**src/rtl/calc_pkg.sv**
```systemverilog
// Definitions shared by the keypad entry block and the calculator core:
// key codes, operator encoding and BCD digit geometry.
package calc_pkg;

   localparam int BCD_W      = 4;
   localparam int NUM_DIGITS = 4;

   localparam logic [3:0] KEY_ADD  = 4'd10;
   localparam logic [3:0] KEY_SUB  = 4'd11;
   localparam logic [3:0] KEY_MUL  = 4'd12;
   localparam logic [3:0] KEY_EQ   = 4'd13;
   localparam logic [3:0] KEY_CLR  = 4'd14;
   localparam logic [3:0] KEY_BKSP = 4'd15;

   typedef enum logic [2:0] {
      OP_ADD = 3'd0,
      OP_SUB = 3'd1,
      OP_MUL = 3'd2,
      OP_EQ  = 3'd3,
      OP_CLR = 3'd4
   } op_e;

   typedef enum logic [1:0] {
      ST_IDLE,
      ST_DEBOUNCE,
      ST_HELD
   } deb_state_e;

   function automatic logic is_digit(input logic [3:0] key);
      return key < 4'd10;
   endfunction

endpackage

```
**src/rtl/key_debounce.sv**
```systemverilog
// Turns the scanner's once-per-scan press pulses into one key event per press.
// Optional auto-repeat of digit/BKSP keys is enabled by KEY_ENTRY_REPEAT_EN.
module key_debounce
   import calc_pkg::*;
#(
   parameter int DEBOUNCE_CYCLES = 16,
   parameter int SCAN_WINDOW     = 8,
   parameter int REPEAT_CYCLES   = 4096
) (
   input  logic       clk,
   input  logic       rst,
   input  logic [3:0] key_value,
   input  logic       key_intro,
   output logic       key_event,
   output logic [3:0] key_code
);

   localparam int DEB_W  = $clog2(DEBOUNCE_CYCLES + 1);
   localparam int IDLE_W = $clog2(SCAN_WINDOW + 1);
   localparam logic [DEB_W-1:0]  DEB_LAST  = (DEBOUNCE_CYCLES > 1) ? DEB_W'(DEBOUNCE_CYCLES - 2) : '0;
   localparam logic [IDLE_W-1:0] IDLE_MAX  = IDLE_W'(SCAN_WINDOW);
   localparam logic [IDLE_W-1:0] IDLE_LAST = IDLE_W'(SCAN_WINDOW - 1);
   localparam bit                INSTANT   = (DEBOUNCE_CYCLES == 1);

   deb_state_e        state, state_n;
   logic [3:0]        cand, cand_n;
   logic [DEB_W-1:0]  deb_cnt, deb_cnt_n;
   logic [IDLE_W-1:0] idle_cnt;
   logic              released;
   logic              start;

   // Release is the cycle in which the idle count would reach the window; a hit always wins.
   assign released = !key_intro && (idle_cnt >= IDLE_LAST);
   assign start    = (state == ST_IDLE) ? key_intro : (key_intro && (key_value != cand));

   always_ff @(posedge clk) begin
      if (rst) begin
         idle_cnt <= '0;
      end else if (key_intro) begin
         idle_cnt <= '0;
      end else if (idle_cnt != IDLE_MAX) begin
         idle_cnt <= idle_cnt + 1'b1;
      end
   end

   always_ff @(posedge clk) begin
      if (rst) begin
         state   <= ST_IDLE;
         cand    <= '0;
         deb_cnt <= '0;
      end else begin
         state   <= state_n;
         cand    <= cand_n;
         deb_cnt <= deb_cnt_n;
      end
   end

`ifdef KEY_ENTRY_REPEAT_EN
   localparam int               REP_W    = $clog2(REPEAT_CYCLES + 1);
   localparam logic [REP_W-1:0] REP_LAST = REP_W'(REPEAT_CYCLES - 1);

   logic [REP_W-1:0] rep_cnt, rep_cnt_n;

   always_ff @(posedge clk) begin
      if (rst) begin
         rep_cnt <= '0;
      end else begin
         rep_cnt <= rep_cnt_n;
      end
   end
`else
   if (REPEAT_CYCLES < 1) begin : g_repeat_cfg_unused
   end
`endif

   always_comb begin
      state_n   = state;
      cand_n    = cand;
      deb_cnt_n = deb_cnt;
      key_event = 1'b0;
      key_code  = cand;
`ifdef KEY_ENTRY_REPEAT_EN
      rep_cnt_n = '0;
`endif
      if (start) begin
         // A fresh or changed key restarts the debounce window.
         cand_n    = key_value;
         deb_cnt_n = '0;
         key_code  = key_value;
         if (INSTANT) begin
            state_n   = ST_HELD;
            key_event = 1'b1;
         end else begin
            state_n = ST_DEBOUNCE;
         end
      end else begin
         case (state)
            ST_DEBOUNCE: begin
               if (released) begin
                  state_n = ST_IDLE;
               end else if (deb_cnt == DEB_LAST) begin
                  state_n   = ST_HELD;
                  key_event = 1'b1;
               end else begin
                  deb_cnt_n = deb_cnt + 1'b1;
               end
            end
            ST_HELD: begin
               if (released) begin
                  state_n = ST_IDLE;
               end
`ifdef KEY_ENTRY_REPEAT_EN
               else if (rep_cnt == REP_LAST) begin
                  key_event = is_digit(cand) || (cand == KEY_BKSP);
               end else begin
                  rep_cnt_n = rep_cnt + 1'b1;
               end
`endif
            end
            default: ;
         endcase
      end
   end

endmodule

```
**src/rtl/key_entry.sv**
```systemverilog
// Keypad entry: debounced keys build a 4-digit BCD operand; operator keys are
// handed to the core with an operand snapshot. Optional macro: KEY_ENTRY_REPEAT_EN.
module key_entry
   import calc_pkg::*;
#(
   parameter int DEBOUNCE_CYCLES = 16,
   parameter int SCAN_WINDOW     = 8,
   parameter int REPEAT_CYCLES   = 4096
) (
   input  logic        clk,
   input  logic        rst,
   input  logic [3:0]  key_value,
   input  logic        key_intro,
   output logic [15:0] operand,
   output logic [2:0]  digit_count,
   output logic        op_valid,
   output logic [2:0]  op_code,
   output logic [15:0] op_operand,
   input  logic        op_ready,
   output logic        key_drop
);

   logic       key_event;
   logic [3:0] key_code;
   logic [3:0] op_idx;
   logic       xfer;

   key_debounce #(
      .DEBOUNCE_CYCLES (DEBOUNCE_CYCLES),
      .SCAN_WINDOW     (SCAN_WINDOW),
      .REPEAT_CYCLES   (REPEAT_CYCLES)
   ) u_debounce (
      .clk       (clk),
      .rst       (rst),
      .key_value (key_value),
      .key_intro (key_intro),
      .key_event (key_event),
      .key_code  (key_code)
   );

   assign xfer   = op_valid && op_ready;
   assign op_idx = key_code - KEY_ADD;

   always_ff @(posedge clk) begin
      if (rst) begin
         operand     <= '0;
         digit_count <= '0;
         op_valid    <= 1'b0;
         op_code     <= '0;
         op_operand  <= '0;
         key_drop    <= 1'b0;
      end else begin
         key_drop <= 1'b0;
         if (xfer) begin
            op_valid <= 1'b0;
         end
         if (key_event) begin
            // A still-pending operator blocks every key, digits included.
            if (op_valid && !xfer) begin
               key_drop <= 1'b1;
            end else if (is_digit(key_code)) begin
               if (digit_count < 3'(NUM_DIGITS)) begin
                  operand     <= {operand[15-BCD_W:0], key_code};
                  digit_count <= digit_count + 1'b1;
               end else begin
                  key_drop <= 1'b1;
               end
            end else if (key_code == KEY_BKSP) begin
               if (digit_count != 3'd0) begin
                  operand     <= {{BCD_W{1'b0}}, operand[15:BCD_W]};
                  digit_count <= digit_count - 1'b1;
               end
            end else begin
               op_valid    <= 1'b1;
               op_code     <= op_idx[2:0];
               op_operand  <= operand;
               operand     <= '0;
               digit_count <= '0;
            end
         end
      end
   end

endmodule

```
**config.mk**
```make
export PLATFORM = sky130hd
export DESIGN_NAME = key_entry
export DESIGN_NICKNAME = d
export VERILOG_FILES = /design/src/rtl/calc_pkg.sv /design/src/rtl/key_debounce.sv /design/src/rtl/key_entry.sv
export SDC_FILE = /design/constraint.sdc
export NUM_CORES = 1
export LEC_CHECK = 0
export ABC_AREA = 1
export BUFFER_PORTS_ARGS = -buffer_cell sky130_fd_sc_hd__buf_2
export CORE_MARGIN = 5
export CORE_UTILIZATION = 60
export DETAILED_ROUTE_END_ITERATION = 10
export HOLD_SLACK_MARGIN = 0.03
export PLACE_DENSITY = 0.83
export SKIP_CTS_REPAIR_TIMING = 1
export SLEW_MARGIN = 15
export SYNTH_ARGS = -nofsm -noshare
export SYNTH_HDL_FRONTEND = slang
export SYNTH_SLANG_ARGS = --single-unit
```
**constraint.sdc**
```tcl
create_clock -name clk -period 4.35 [get_ports clk]
set_input_delay 0.435 -clock clk [delete_from_list [all_inputs] [get_ports clk]]
set_output_delay 0.435 -clock clk [all_outputs]
set_load 0.01 [all_outputs]
```
**Word level (Yosys, flattened, before mapping)**

Index checks and enable logic that the tools add are counted.

- Word-level logic and storage cells: 82
- Register bits: 55
- Output and inout port bits: 40
- Input port bits: 8

- Reductions and logical operators: 18
- Order comparisons: 3
- Equal/unequal tests: 12
- Multiplexer cells: 27
- Add/sub/neg operators: 5
- Bitwise gates (word level): 6

Operator list:

| operator | count |
|---|---|
| 16-bit two-way mux | 4 |
| 1-bit two-way mux | 14 |
| 3-bit two-way mux | 4 |
| 3-bit AND reduction | 3 |
| 4-bit AND reduction | 2 |
| 2-bit two-way mux | 3 |
| 3-bit by 1-bit inequality test with 1-bit output (second input constant) | 2 |
| 1-bit inverter | 6 |
| 3-bit nonzero test | 2 |
| 2-bit OR reduction | 3 |
| 5-bit by 1-bit adder with 5-bit output (second input constant) | 1 |
| 5-bit by 4-bit equality test with 1-bit output (second input constant) | 1 |
| 4-bit by 1-bit adder with 4-bit output (second input constant) | 1 |
| 4-bit equality test (second input constant) | 1 |
| 4-bit by 3-bit >= comparator with 1-bit output (second input constant) | 1 |
| 1-bit logical AND | 4 |
| 4-bit less-than comparator (second input constant) | 1 |
| 4-bit two-way mux | 1 |
| 2-bit by 1-bit inequality test with 1-bit output (second input constant) | 2 |
| 4-bit by 1-bit inequality test with 1-bit output (second input constant) | 1 |
| 4-bit inequality test | 1 |
| 4-bit inequality test (second input constant) | 1 |
| 2-bit case mux with 2 select lines | 1 |
| 3-bit by 1-bit adder with 3-bit output (second input constant) | 1 |
| other kinds (9) | 10 |

**Depth between registers and ports, before layout**

- Word-level depth: 9
- Mapped depth: 16
- Mapped depth without buffers: 15

**By module**

From an unflattened synthesis, not the netlist that was laid out.

- Cell total of the unflattened synthesis: 394
- Area total of the unflattened synthesis: 2736.4 sq um

Modules (own cells, without submodules):

| module | seq. area each (sq um) | cells each | times used | area an instance (sq um) |
|---|---|---|---|---|
| key_entry | 800.8 | 277 | 1 | 1883.1 |
| key_debounce | 300.3 | 117 | 1 | 853.3 |

**Worst setup path before layout**

No wires, ideal clock.

- Kind: flip-flop to flip-flop
- Start point: register u_debounce.state[0]
- End point: register operand[0]
- Setup slack: 2476 ps
- Data arrival time: 1761 ps
- Required time: 4237 ps
- Period minus slack after synthesis: 1874 ps
- Stages on the path, launching flop included: 16
- Library setup time: 113 ps
- Path buffers: 1
- Path through: dfxtp_1 > inv_1 > ha_1 > inv_1 > nand2_1 > nor2_1 > nand3_2 > nand2_4 > nand2_4 > nor2_8 > inv_2 > a21oi_4 > nand2_4 > buf_4 > nor2_1 > nor2_1

- Word-level cells in the longest chain between the ends: 6
- Elaborated cells between the ends (all ways): 14
- Those cells by class: order compare: 1; eq/ne: 4; mux: 7; reduce/logical: 2

Ends and longest elaborated chain:

| what | RTL line | source |
|---|---|---|
| start: declaration | key_debounce.sv:25 | `deb_state_e state, state_n;` |
| start signal: assignment | key_debounce.sv:52 | `state <= state_n;` |
| 2-bit zero test | key_debounce.sv:34 | `assign start = (state == ST_IDLE) ? key_intro : (key_intro && (key_value != cand));` |
| 1-bit two-way mux | key_debounce.sv:34 |  |
| 4-bit two-way mux | n/a |  |
| 4-bit less-than comparator or 4-bit equality test (tied branches) | calc_pkg.sv:30, key_entry.sv:68 |  |
| 3-bit by 2-bit inequality test with 1-bit output (no source line), or another cell as far along | n/a |  |
| 4-bit AND reduction (no source line) or 16-bit two-way mux (tied branches) | n/a |  |
| end signal: assignment | key_entry.sv:63 | `operand <= {operand[15-BCD_W:0], key_code};` |
| end signal: assignment | key_entry.sv:70 | `operand <= {{BCD_W{1'b0}}, operand[15:BCD_W]};` |
| end: declaration | key_entry.sv:14 | `output logic [15:0] operand,` |

Parallel ways exist; a longest one is shown, timed or not. The select of a mux whose other input is x is not followed.
A chain may end at the register's enable or synchronous reset.

**Final worst setup path**

- Start point: register u_debounce.state[0]
- End point: register op_operand[13]

- Word-level cells in the longest chain between the ends: 6
- Elaborated cells between the ends (all ways): 11
- Those cells by class: order compare: 1; eq/ne: 2; mux: 4; bitwise: 2; reduce/logical: 2

Ends and longest elaborated chain:

| what | RTL line | source |
|---|---|---|
| 2-bit zero test | key_debounce.sv:34 |  |
| 1-bit two-way mux | key_debounce.sv:34 |  |
| 4-bit two-way mux | n/a |  |
| 4-bit less-than comparator or 4-bit equality test (tied branches) | calc_pkg.sv:30, key_entry.sv:68 |  |
| 1-bit inverter (no source line) | n/a |  |
| 4-bit AND reduction (no source line) * | n/a |  |
| end signal: assignment | key_entry.sv:76 | `op_operand <= operand;` |
| end: declaration | key_entry.sv:18 | `output logic [15:0] op_operand,` |

Mark *: on every way between the ends. The rest lies on a longest branch, timed or not.

==> results.sh <==
export IMPL_synth_top_area_share=0.4044
export IMPL_yosysSeqAreaShare=0.4044
export IMPL_netSwitchingPower_uw=219.3
export IMPL_synth_simple_gate_area_frac=0.3226
export IMPL_nFillCells=379
export IMPL_async_reset_ff_frac=0
export IMPL_max_capacitance_violation_total=0
export IMPL_clock_skew_final_ns=0.009977
export IMPL_timing_critical_path_required_ns=4.60
export IMPL_clkPwrFrac=0.380
export IMPL_core_um2=4384
export IMPL_highest_layer="met4"
export IMPL_clkTransAtPathRegs_ns=0.10
export IMPL_clockBufferDepth=2
export IMPL_drt_pass1_iter_count=4
export IMPL_total_leakage_power_uw=0.001633
export IMPL_synth_top_family_by_area="simple AND/OR/NAND/NOR gates"
export IMPL_power_combinational_fraction=0.074
export IMPL_report_final_hold_viol_count=0
export IMPL_postSynthAreaPerCell_um2=7.035
export IMPL_tns_ns=0
export IMPL_die_width_um=77.36
export IMPL_postSynthRegisterBits=55
export IMPL_area_growth_syn_to_layout_pct=12.13
export IMPL_timing_critical_path_slowest_stage_cell="sky130_fd_sc_hd__dfxtp_1"
export IMPL_global_route_overflow_total=0
export IMPL_timing_critical_path_fanout_max=19
export IMPL_yosysTopAreaCell="sky130_fd_sc_hd__dfxtp_1"
export IMPL_grt_usage=0.1995
export IMPL_netlist_area_before_placement_um2=2723
export IMPL_antenna_violations_before_repair=0
export IMPL_finalNetCount=446
export IMPL_end_kind="register"
export IMPL_ys_top_cells_by_area="sky130_fd_sc_hd__dfxtp_1 (40%), sky130_fd_sc_hd__nor2_1 (12%), sky130_fd_sc_hd__nand2_1 (12%)"
export IMPL_worst_endpoint_arrival_ns=2.56
export IMPL_io_pins=48
export IMPL_num_rows=24
export IMPL_drc=0
export IMPL_switching_share=0.2337
export IMPL_cts_tree="yes"
export IMPL_syn_inst=387
export IMPL_timing_final_crit_share=0.5311
export IMPL_worstMarginPinSlew_ns=0.9034
export IMPL_route_vias_total=2422
export IMPL_sequentialPowerShare=0.546
export IMPL_routed_wl_met3_um=270
export IMPL_design_power_total_uw=938.1
export IMPL_fmax_ghz=0.4329
export IMPL_report_final_setup_viol=0
export IMPL_synth_xor_area_frac=0.009651
export IMPL_final_layout_size_suffix_gt1_frac=0.1772
export IMPL_ys_warn_count=0
export IMPL_outcome="complete, no violations"
export IMPL_placement_io_buffers=47
export IMPL_ys_flop_type="sky130_fd_sc_hd__dfxtp_1"
export IMPL_synth_enable_flop_cells=0
export IMPL_synth_compound_gate_area_share=0.1112
export IMPL_synthMuxAreaShare=0.003676
export IMPL_grt_start_max_net_pins=38
export IMPL_path_class="reg -> reg"
export IMPL_ir_drop_worst_vdd_v=0.0001859
export IMPL_synthesis_nets=405
export IMPL_timing_hold_worst_class="in -> reg"
export IMPL_viasPerCell=5.035
export IMPL_clock_tree_root_buffer_cell="sky130_fd_sc_hd__clkbuf_8"
export IMPL_relative_max_transition_margin=0.3940
export IMPL_drt_iter0_drc=114
export IMPL_global_route_wire_length_before_repair_um=10110
export IMPL_p_per_area_nw_per_um2=307.3
export IMPL_die_h_um=77.36
export IMPL_timing_final_max_slew_violations=0
export IMPL_grt_pass1_vias=2349
export IMPL_met2_wl_um=2780
export IMPL_gp_congestion=0.7809
export IMPL_period_needed_ns=2.310
export IMPL_floorplan_die_area_um2=5985
export IMPL_synth_distinct_cells=36
export IMPL_wl_met1_um=2590
export IMPL_diodes=0
export IMPL_routed_wire_length_per_instance_um=11.91
export IMPL_timing_critical_path_from_type="register"
export IMPL_unrepaired_setup_endpoints_after_global_routing="false"
export IMPL_crit_path_cell_trace="inv_1, ha_1, inv_1, nand2_1, nor2_1, nand3_2, nand3_1, nand3_4, inv_2, nand2_4, nor2_4, o21ai_0, nor2_1"
export IMPL_tritoncts_num_buffers=5
export IMPL_worst_skew_pair_late_latency_ns=0.31
export IMPL_internal_power_uw=718.9
export IMPL_synth_adder_area_share=0.04596
export IMPL_critical_path_max_stage_delay_ns=0.37
export IMPL_floorplan_initialDensity=0.6210
export IMPL_htree_num_levels=2
export IMPL_place_hpwl_um=4011
export IMPL_antenna_left=0
export IMPL_routed_wire_length_um=5731
export IMPL_clock_sinks=55
## power groups by stage
stage	Combinational, uW	Clock [uW]	Sequential (uW)
after global routing	79.0	387	513
after floorplan	53.9	0	523
after global placement	65.6	0	524
final	69.6	357	512
after detailed placement	67.4	0	524
after CTS	69.3	364	512
## cell usage after synthesis (3+ instances only)
cell type,n
sky130_fd_sc_hd__buf_6,4
sky130_fd_sc_hd__nor3_1,3
sky130_fd_sc_hd__o21ai_1,3
sky130_fd_sc_hd__o21ai_0,32
sky130_fd_sc_hd__buf_2,3
sky130_fd_sc_hd__nand2_1,84
sky130_fd_sc_hd__nor2_1,88
sky130_fd_sc_hd__inv_1,45
sky130_fd_sc_hd__a21oi_1,11
sky130_fd_sc_hd__nand3_1,9
sky130_fd_sc_hd__ha_1,10
sky130_fd_sc_hd__dfxtp_1,55
sky130_fd_sc_hd__inv_2,4
sky130_fd_sc_hd__nand2_4,5
## critical path: cells and delay by family (launching register included)
family	cells	cell delay, ns
flip-flops	1	0.37
adder cells (fa/ha/maj)	1	0.19
AO/OA/AOI/OAI	1	0.15
buffers and inverters	3	0.26
AND/OR/NAND/NOR	8	1.26
## cell usage in the layout, fill, tap and decap left out, drive strengths merged
cell type,n
nor3,3
buf,47
bufinv,1
a21oi,14
a221oi,1
clkbuf,6
xor2,1
nand2,91
or2,2
inv,50
o21bai,2
nor3b,1
nor2,90
nand4,3
o21ai,35
ha,10
xnor2,2
o21a,2
mux2i,1
nand3,11
dfxtp,55
clkinv,1
## layer usage
layer	track usage	vias to the layer above
met4	0.07216	0
met2	0.3535	52
met1	0.2388	1091
met5	0	-
met3	0.03819	10
li1	-	1269
## layout make-up
cell class / count / area, um^2 / share of cell area
multi-input combinational: 269 / 1343 / 0.4398
timing repair buffer: 47 / 235.2 / 0.07705
sequential: 55 / 1101 / 0.3607
clock inverter: 2 / 38.79 / 0.01270
inverter: 50 / 187.7 / 0.06148
clock buffer: 6 / 82.58 / 0.02705
tap: 52 / 65.06 / 0.02131
## cells by family (layout without fill, tap and decap cells)
group,Yosys count,in the layout
adders and majority gates,10,10
and+or+nand+nor,201,201
DFF,55,55
AOI/OAI and AO/OA,54,54
muxes,1,1
xor gates and xnor gates,3,3
buffers and inverters,63,105
## flip-flops by register name, summed over array words and instances, names as in the netlist
name and cells:
digit_count 3, key_drop 1, op_code 3, op_operand 16, op_valid 1, operand 16
u_debounce.cand 4, u_debounce.deb_cnt 5, u_debounce.idle_cnt 4, u_debounce.state 2
## metrics by stage
stage | setup slack (ns) | utilization | hold WS [ns] | std cells | instance area [um^2]
after floorplan | 2.477 | - | 0.4473 | 387 | 2723
after global placement | 2.106 | 0.6687 | 0.4624 | 473 | 2932
after detailed placement | 2.076 | 0.6687 | 0.4672 | 473 | 2932
after CTS | 2.034 | 0.6963 | 0.4137 | 481 | 3053
after global routing | 1.703 | 0.6963 | 0.4231 | 481 | 3053
final | 2.040 | 0.6963 | 0.4208 | 481 | 3053
## worst paths after layout
check | start | endpoint | slack, ns | cells after the start
max | u_debounce.state[0]$_SDFFE_PP0P_ | op_operand[13]$_SDFFE_PP0P_ | 2.04 | 13
min | rst | op_code[1]$_SDFFE_PP0P_ | 0.42 | 2
max reg2reg | u_debounce.state[0]$_SDFFE_PP0P_ | op_operand[13]$_SDFFE_PP0P_ | 2.04 | 13
min reg2reg | u_debounce.deb_cnt[4]$_SDFFE_PP0P_ | u_debounce.deb_cnt[4]$_SDFFE_PP0P_ | 0.49 | 2
(Power assumes the default switching activity.)
